<file path="src/rtl/pspin_her_sched_pkg.sv">
// Shared types and constants for the PsPIN HER scheduler: packed HER layout,
// default credit limit and the source-index width helper.
package pspin_her_sched_pkg;

    typedef struct packed {
        logic [15:0] msgid;
        logic        is_eom;
        logic [63:0] addr;
        logic [31:0] size;
        logic [31:0] xfer_size;
        logic [14:0] meta;
    } her_t;

    localparam int HER_WIDTH = $bits(her_t);
    localparam int HER_SCHED_DEFAULT_MAX_INFLIGHT = 8;

    // A single source still needs a 1-bit index port.
    function automatic int src_width(input int n);
        return (n > 1) ? $clog2(n) : 1;
    endfunction

endpackage

</file>
<file path="src/rtl/pspin_rr_arb.sv">
// Combinational round-robin picker: first requester at or after ptr, wrapping
// at N. Produces a one-hot grant, its index and an any-request flag.
module pspin_rr_arb #(
    parameter int N = 4,
    parameter int W = 2
) (
    input  logic [N-1:0] req,
    input  logic [W-1:0] ptr,
    output logic [N-1:0] grant,
    output logic [W-1:0] idx,
    output logic         any
);
    int k;

    always_comb begin
        grant = '0;
        idx   = '0;
        any   = 1'b0;
        k     = 0;
        for (int off = 0; off < N; off++) begin
            k = int'(ptr) + off;
            if (k >= N) k = k - N;
            if (!any && req[k]) begin
                any      = 1'b1;
                grant[k] = 1'b1;
                idx      = W'(k);
            end
        end
    end

endmodule

</file>
<file path="src/rtl/pspin_her_sched.sv">
// Round-robin HER merger with a global in-flight credit limit refilled by
// PsPIN completion feedback. Optional macro PSPIN_HER_SCHED_STATS_EN adds
// per-source grant counters on stat_grants.
module pspin_her_sched #(
    parameter int NUM_SRC   = 4,
    parameter int HER_WIDTH = pspin_her_sched_pkg::HER_WIDTH,
    parameter int CNT_WIDTH = 16,
    parameter int SRC_WIDTH = pspin_her_sched_pkg::src_width(NUM_SRC)
) (
    input  logic                          clk,
    input  logic                          rst,
    input  logic                          conf_enable,
    input  logic [CNT_WIDTH-1:0]          conf_max_inflight,
    input  logic [NUM_SRC-1:0]            s_her_valid,
    output logic [NUM_SRC-1:0]            s_her_ready,
    input  logic [NUM_SRC*HER_WIDTH-1:0]  s_her_data,
    output logic                          m_her_valid,
    input  logic                          m_her_ready,
    output logic [HER_WIDTH-1:0]          m_her_data,
    output logic [SRC_WIDTH-1:0]          m_her_src,
    input  logic                          feedback_valid,
    output logic                          feedback_ready,
    output logic [CNT_WIDTH-1:0]          stat_inflight,
    output logic                          stat_underflow
`ifdef PSPIN_HER_SCHED_STATS_EN
    ,
    output logic [NUM_SRC*32-1:0]         stat_grants
`endif
);
    import pspin_her_sched_pkg::*;

    localparam logic [CNT_WIDTH-1:0] CNT_MAX = {CNT_WIDTH{1'b1}};

    logic [NUM_SRC-1:0]   arb_grant;
    logic [SRC_WIDTH-1:0] arb_idx;
    logic                 arb_any;
    logic                 load;

    logic                 m_valid_q, m_valid_d;
    logic [HER_WIDTH-1:0] m_data_q, m_data_d;
    logic [SRC_WIDTH-1:0] m_src_q, m_src_d;
    logic [SRC_WIDTH-1:0] rr_ptr_q, rr_ptr_d;
    logic [CNT_WIDTH-1:0] inflight_q, inflight_d;
    logic                 underflow_q, underflow_d;

    pspin_rr_arb #(
        .N (NUM_SRC),
        .W (SRC_WIDTH)
    ) u_arb (
        .req   (s_her_valid),
        .ptr   (rr_ptr_q),
        .grant (arb_grant),
        .idx   (arb_idx),
        .any   (arb_any)
    );

    // Ready is suppressed while reset is held so no source sees a phantom accept.
    always_comb begin
        load = !rst && (!m_valid_q || m_her_ready) && conf_enable
               && (inflight_q < conf_max_inflight) && arb_any;

        s_her_ready = load ? arb_grant : '0;
        m_valid_d   = m_valid_q && !m_her_ready;
        m_data_d    = m_data_q;
        m_src_d     = m_src_q;
        rr_ptr_d    = rr_ptr_q;
        if (load) begin
            m_valid_d = 1'b1;
            m_data_d  = s_her_data[int'(arb_idx)*HER_WIDTH +: HER_WIDTH];
            m_src_d   = arb_idx;
            rr_ptr_d  = (arb_idx == SRC_WIDTH'(NUM_SRC - 1)) ? '0 : arb_idx + 1'b1;
        end

        // Credit is taken at grant; a coincident completion cancels it out.
        inflight_d  = inflight_q;
        underflow_d = underflow_q;
        if (load && !feedback_valid) begin
            if (inflight_q != CNT_MAX) inflight_d = inflight_q + 1'b1;
        end else if (!load && feedback_valid) begin
            if (inflight_q == '0) underflow_d = 1'b1;
            else                  inflight_d  = inflight_q - 1'b1;
        end
    end

    always_ff @(posedge clk or posedge rst) begin
        if (rst) begin
            m_valid_q   <= 1'b0;
            m_data_q    <= '0;
            m_src_q     <= '0;
            rr_ptr_q    <= '0;
            inflight_q  <= '0;
            underflow_q <= 1'b0;
        end else begin
            m_valid_q   <= m_valid_d;
            m_data_q    <= m_data_d;
            m_src_q     <= m_src_d;
            rr_ptr_q    <= rr_ptr_d;
            inflight_q  <= inflight_d;
            underflow_q <= underflow_d;
        end
    end

    assign m_her_valid    = m_valid_q;
    assign m_her_data     = m_data_q;
    assign m_her_src      = m_src_q;
    assign feedback_ready = 1'b1;
    assign stat_inflight  = inflight_q;
    assign stat_underflow = underflow_q;

`ifdef PSPIN_HER_SCHED_STATS_EN
    logic [NUM_SRC-1:0][31:0] grants_q, grants_d;

    always_comb begin
        grants_d = grants_q;
        if (load) grants_d[arb_idx] = grants_q[arb_idx] + 32'd1;
    end

    always_ff @(posedge clk or posedge rst) begin
        if (rst) grants_q <= '0;
        else     grants_q <= grants_d;
    end

    assign stat_grants = grants_q;
`endif

endmodule

</file>
<file path="config.mk">
export PLATFORM = sky130hd
export DESIGN_NAME = pspin_her_sched
export DESIGN_NICKNAME = d
export VERILOG_FILES = /design/src/rtl/pspin_her_sched_pkg.sv /design/src/rtl/pspin_rr_arb.sv /design/src/rtl/pspin_her_sched.sv
export SDC_FILE = /design/constraint.sdc
export NUM_CORES = 1
export LEC_CHECK = 0
export CORE_AREA = 2 2 333 335
export DETAILED_ROUTE_END_ITERATION = 6
export DIE_AREA = 0 0 335 337
export SYNTH_ARGS = -nofsm -noshare
export SYNTH_HDL_FRONTEND = slang
export SYNTH_SLANG_ARGS = --single-unit
</file>
<file path="constraint.sdc">
create_clock -name clk -period 16.78 [get_ports clk]
set_input_delay 5.034 -clock clk [delete_from_list [all_inputs] [get_ports clk]]
set_output_delay 5.034 -clock clk [all_outputs]
set_load 0.02 [all_outputs]
</file>
==> impl_metrics.sql <==
INSERT INTO impl_metrics (metric_group, metric, value, unit) VALUES
('synthesis', 'synth_edf_count', '0', ''),
('timing', 'max_slew_margin_vs_limit', '0.3008', ''),
('route', 'drt-initial-drc-count', '632', ''),
('flow_run', 'maxCapViolCount', '0', ''),
('route', 'drt-vias-per-instance', '3.850', ''),
('critical_path', 'worst-setup-path-type', 'input pin to output port', ''),
('cts', 'cts.repair.resized', '0', ''),
('cts', 'cts.sinks', '182', ''),
('power', 'vdd_ir_drop_max', '0.2058', 'mV'),
('floorplanning', 'top_ports', '850', ''),
('cts', 'worst_skew_pair.late_latency', '520', 'ps'),
('place', 'dp_hpwl', '61740', 'um'),
('layout', 'multi_input_area', '6987', 'um^2'),
('critical_path', 'crit_required', '11750', 'ps'),
('layout', 'seq_area', '4554', 'um^2'),
('synthesis', 'yosys_warnings', '0', ''),
('status', 'run_status', 'complete, no violations', ''),
('synthesis', 'postSynthRegisterBits', '182', ''),
('timing', 'rsz_0062_raised_after_global_routing', 'false', ''),
('synthesis', 'dominant_synthesized_flop_cell', 'dfrtp_1', ''),
('cts', 'max-clock-path-buffers', '2', ''),
('global_routing', 'number_of_antenna_violations_at_the_first_check_in_global_routing', '31', ''),
('floorplanning', 'die_area', '112900', 'um^2'),
('timing', 'timing_worst_slew_pin_value', '1049', 'ps'),
('timing', 'max_freq', '0.07875', 'GHz'),
('floorplanning', 'initial_utilization', '0.1119', ''),
('synthesis', 'synth-async-reset-ratio', '1.000', ''),
('timing', 'report.final.slew_viol_count', '0', ''),
('layout', 'most_used_cells_in_the_layout_excluding_fill_and_tap_cells', '848 x clkdlybuf4s50_1, 320 x mux2i_1, 190 x nand2_1', ''),
('global_routing', 'grt_overflow_total', '0', ''),
('critical_path', 'critPathMaxFanout', '5', ''),
('global_routing', 'wire_length_of_the_first_global_routing_pass', '100800', 'um'),
('critical_path', 'timing.critical_path.to_type', 'output port', ''),
('synthesis', 'syn_inst', '1183', ''),
('global_routing', 'grt_start_max_net_pins', '122', ''),
('synthesis', 'synth_seq_area_share', '0.3715', ''),
('hold_path', 'worstHoldPathType', 'flop to flop', ''),
('cts', 'tritoncts_clock_tree', 'yes', ''),
('critical_path', 'r2r_slack', '10920', 'ps'),
('timing', 'final.hold.worst_slack', '462.2', 'ps'),
('cts', 'cts_buffers', '17', ''),
('route', 'detailroute.via_count', '13130', ''),
('floorplanning', 'coreArea', '109600', 'um^2'),
('route', 'drt-pass1-iter-count', '7', ''),
('timing', 'setup_viol_count_final', '0', ''),
('cts', 'root_buf_cell', 'clkbuf_16', ''),
('route', 'ant_nets', '0', ''),
('layout', 'fillerInstances', '12070', ''),
('synthesis', 'synth_area_leader_cell', 'dfrtp_1', ''),
('cts', 'post_cts.repair.setup_buffers', '0', ''),
('timing', 'period_minus_slack', '12700', 'ps'),
('route', 'route.detailed.drc', '0', ''),
('cts', 'post_cts_hold_buffer_count', '0', ''),
('critical_path', 'critical_path.startpoint_type', 'input pin', ''),
('timing', 'setup_tns', '0', 'ps'),
('global_routing', 'gr-usage-all-layers', '0.1275', ''),
('synthesis', 'synth_fp_nets', '1885', ''),
('synthesis', 'synth.distinct_cells', '56', ''),
('layout', 'num-nets-final', '2667', ''),
('route', 'wl_per_cell', '22.13', 'um'),
('synthesis', 'post_synth_main_area_contributors', 'dfrtp_1 37%, mux2i_1 26%, o221ai_1 12%', ''),
('floorplanning', 'chipHeight', '337', 'um'),
('place', 'count_of_input_and_output_buffers', '848', ''),
('layout', 'mostFrequentLayoutCell', 'clkdlybuf4s50_1', ''),
('power', 'power_density', '167.6', 'nW/um^2'),
('synthesis', 'synth_largest_type_area_fraction', '0.3715', ''),
('floorplanning', 'row_count', '122', ''),
('timing', 'layout_worst_path_cycle_share', '0.7567', ''),
('synthesis', 'mappedNetlistArea', '12260', 'um^2'),
('layout', 'syn2layout_area_growth', '84.62', '%'),
('route', 'totalWireLength', '75470', 'um'),
('timing', 'finalClockSkew', '29.11', 'ps'),
('place', 'routabilityCongestion', '0.8517', ''),
('layout', 'final_layout_size_suffix_gt1_frac', '0.02983', ''),
('cts', 'h_tree_levels', '4', ''),
('floorplanning', 'die_width', '335', 'um'),
('power', 'power.leakage', '9.225', 'nW'),
('cts', 'clock_transition_time_at_the_flip_flop_clock_pins_of_the_worst_setup_and_hold_paths', '90', 'ps'),
('timing', 'final-hold-violation-count', '0', ''),
('global_routing', 'grt_pass1_vias', '13020', ''),
('synthesis', 'synthesis.area_per_instance', '10.36', 'um^2'),
('critical_path', 'arrival', '7660', 'ps');
==> synthesized netlist by cell type, types with 3 or more instances <==
| master | n |
|---|---|
| a21oi_1 | 26 |
| nor2_1 | 11 |
| inv_1 | 27 |
| nand4_1 | 8 |
| mux2i_1 | 320 |
| a211oi_1 | 3 |
| xnor2_1 | 9 |
| dfrtp_1 | 182 |
| o221ai_1 | 161 |
| o21a_1 | 3 |
| o21ai_0 | 18 |
| clkbuf_1 | 31 |
| a22oi_1 | 4 |
| and3_1 | 3 |
| buf_2 | 33 |
| nand2_1 | 190 |
| mux4_2 | 4 |
| a21o_1 | 11 |
| nor4_1 | 5 |
| o21bai_1 | 3 |
| buf_6 | 32 |
| and2_1 | 3 |
| ha_1 | 36 |
| nand3_1 | 11 |
| nand2b_1 | 4 |
| o211ai_1 | 5 |
| o2111ai_1 | 3 |
| mux2_2 | 3 |
==> power by group <==
part / switching (mW) / total [mW] / internal, mW / leakage, nW
clock network: 0.226 / 0.439 / 0.213 / 0.277
registers: 0.161 / 0.809 / 0.648 / 2.27
logic: 1.36 / 2.55 / 1.19 / 6.68
total: 1.74 / 3.79 / 2.05 / 9.22
==> path summary, 6_finish.rpt <==
| kind | start | endpoint | depth (start not counted) |
|---|---|---|---|
| setup / recovery | conf_max_inflight[13] | s_her_ready[1] | 9 |
| hold / removal | stat_underflow | stat_underflow | 1 |
| setup reg to reg | flop | stat_inflight[14] | 17 |
| hold reg to reg | stat_underflow | stat_underflow | 1 |
| max in group asynchronous | rst | m_her_data[26] | 3 |
| min in group asynchronous | rst | rr_ptr_q[1] | 2 |
==> state kept, by name (all words and copies together), names as in the netlist, named ones only <==
name,flops
m_her_data,160
stat_inflight,16
m_her_src,2
m_her_valid,1
rr_ptr_q,1
stat_underflow,1
==> cells by family after synthesis <==
| family | after synthesis | share of synthesized area |
|---|---|---|
| muxes | 327 | 0.2714 |
| and+or+nand+nor | 249 | 0.08614 |
| xor gates and xnor gates | 11 | 0.007859 |
| DFF | 182 | 0.3715 |
| AOI/OAI and AO/OA | 252 | 0.1632 |
| buffers and inverters | 124 | 0.06124 |
| other | 1 | 0.0003059 |
| adders and majority gates | 37 | 0.03838 |
==> metal layers <==
layer / wire (um) / GRT usage / part of all wire
met5: 81 / 0 / 0.0011
met4: 1128 / 0.02662 / 0.015
met3: 5473 / 0.03819 / 0.073
met2: 37560 / 0.2220 / 0.50
met1: 31220 / 0.1544 / 0.41
==> critical path, stage by stage <==
cell	delay, ps
clkdlybuf4s50_1	460
inv_1	110
ha_1	330
a21o_1	160
a21o_1	190
a211oi_1	400
o31ai_4	170
a21oi_1	170
clkdlybuf4s50_1	630
==> per-stage QoR <==
stage	instance area (um^2)	util	total power, mW	std cells	setup slack, ps
global placement	22040	0.2011	3.357	3372	4104
floorplan	12260	-	2.472	1183	5065
CTS	22620	0.2064	3.847	3404	4055
detailed placement	22040	0.2011	3.381	3372	4068
global route	22620	0.2064	4.051	3404	3956
finish	22630	0.2065	3.793	3410	4082
==> cell type report <==
type,count,area share
Sequential cell,182,0.2012
Tap cell,1426,0.07883
Antenna cell,6,0.0006634
Multi-Input combinational cell,877,0.3087
Timing Repair Buffer,860,0.3801
Inverter,27,0.004810
Clock buffer,18,0.01940
Clock inverter,14,0.006247
Note: power is estimated with default switching activity, not from simulation.
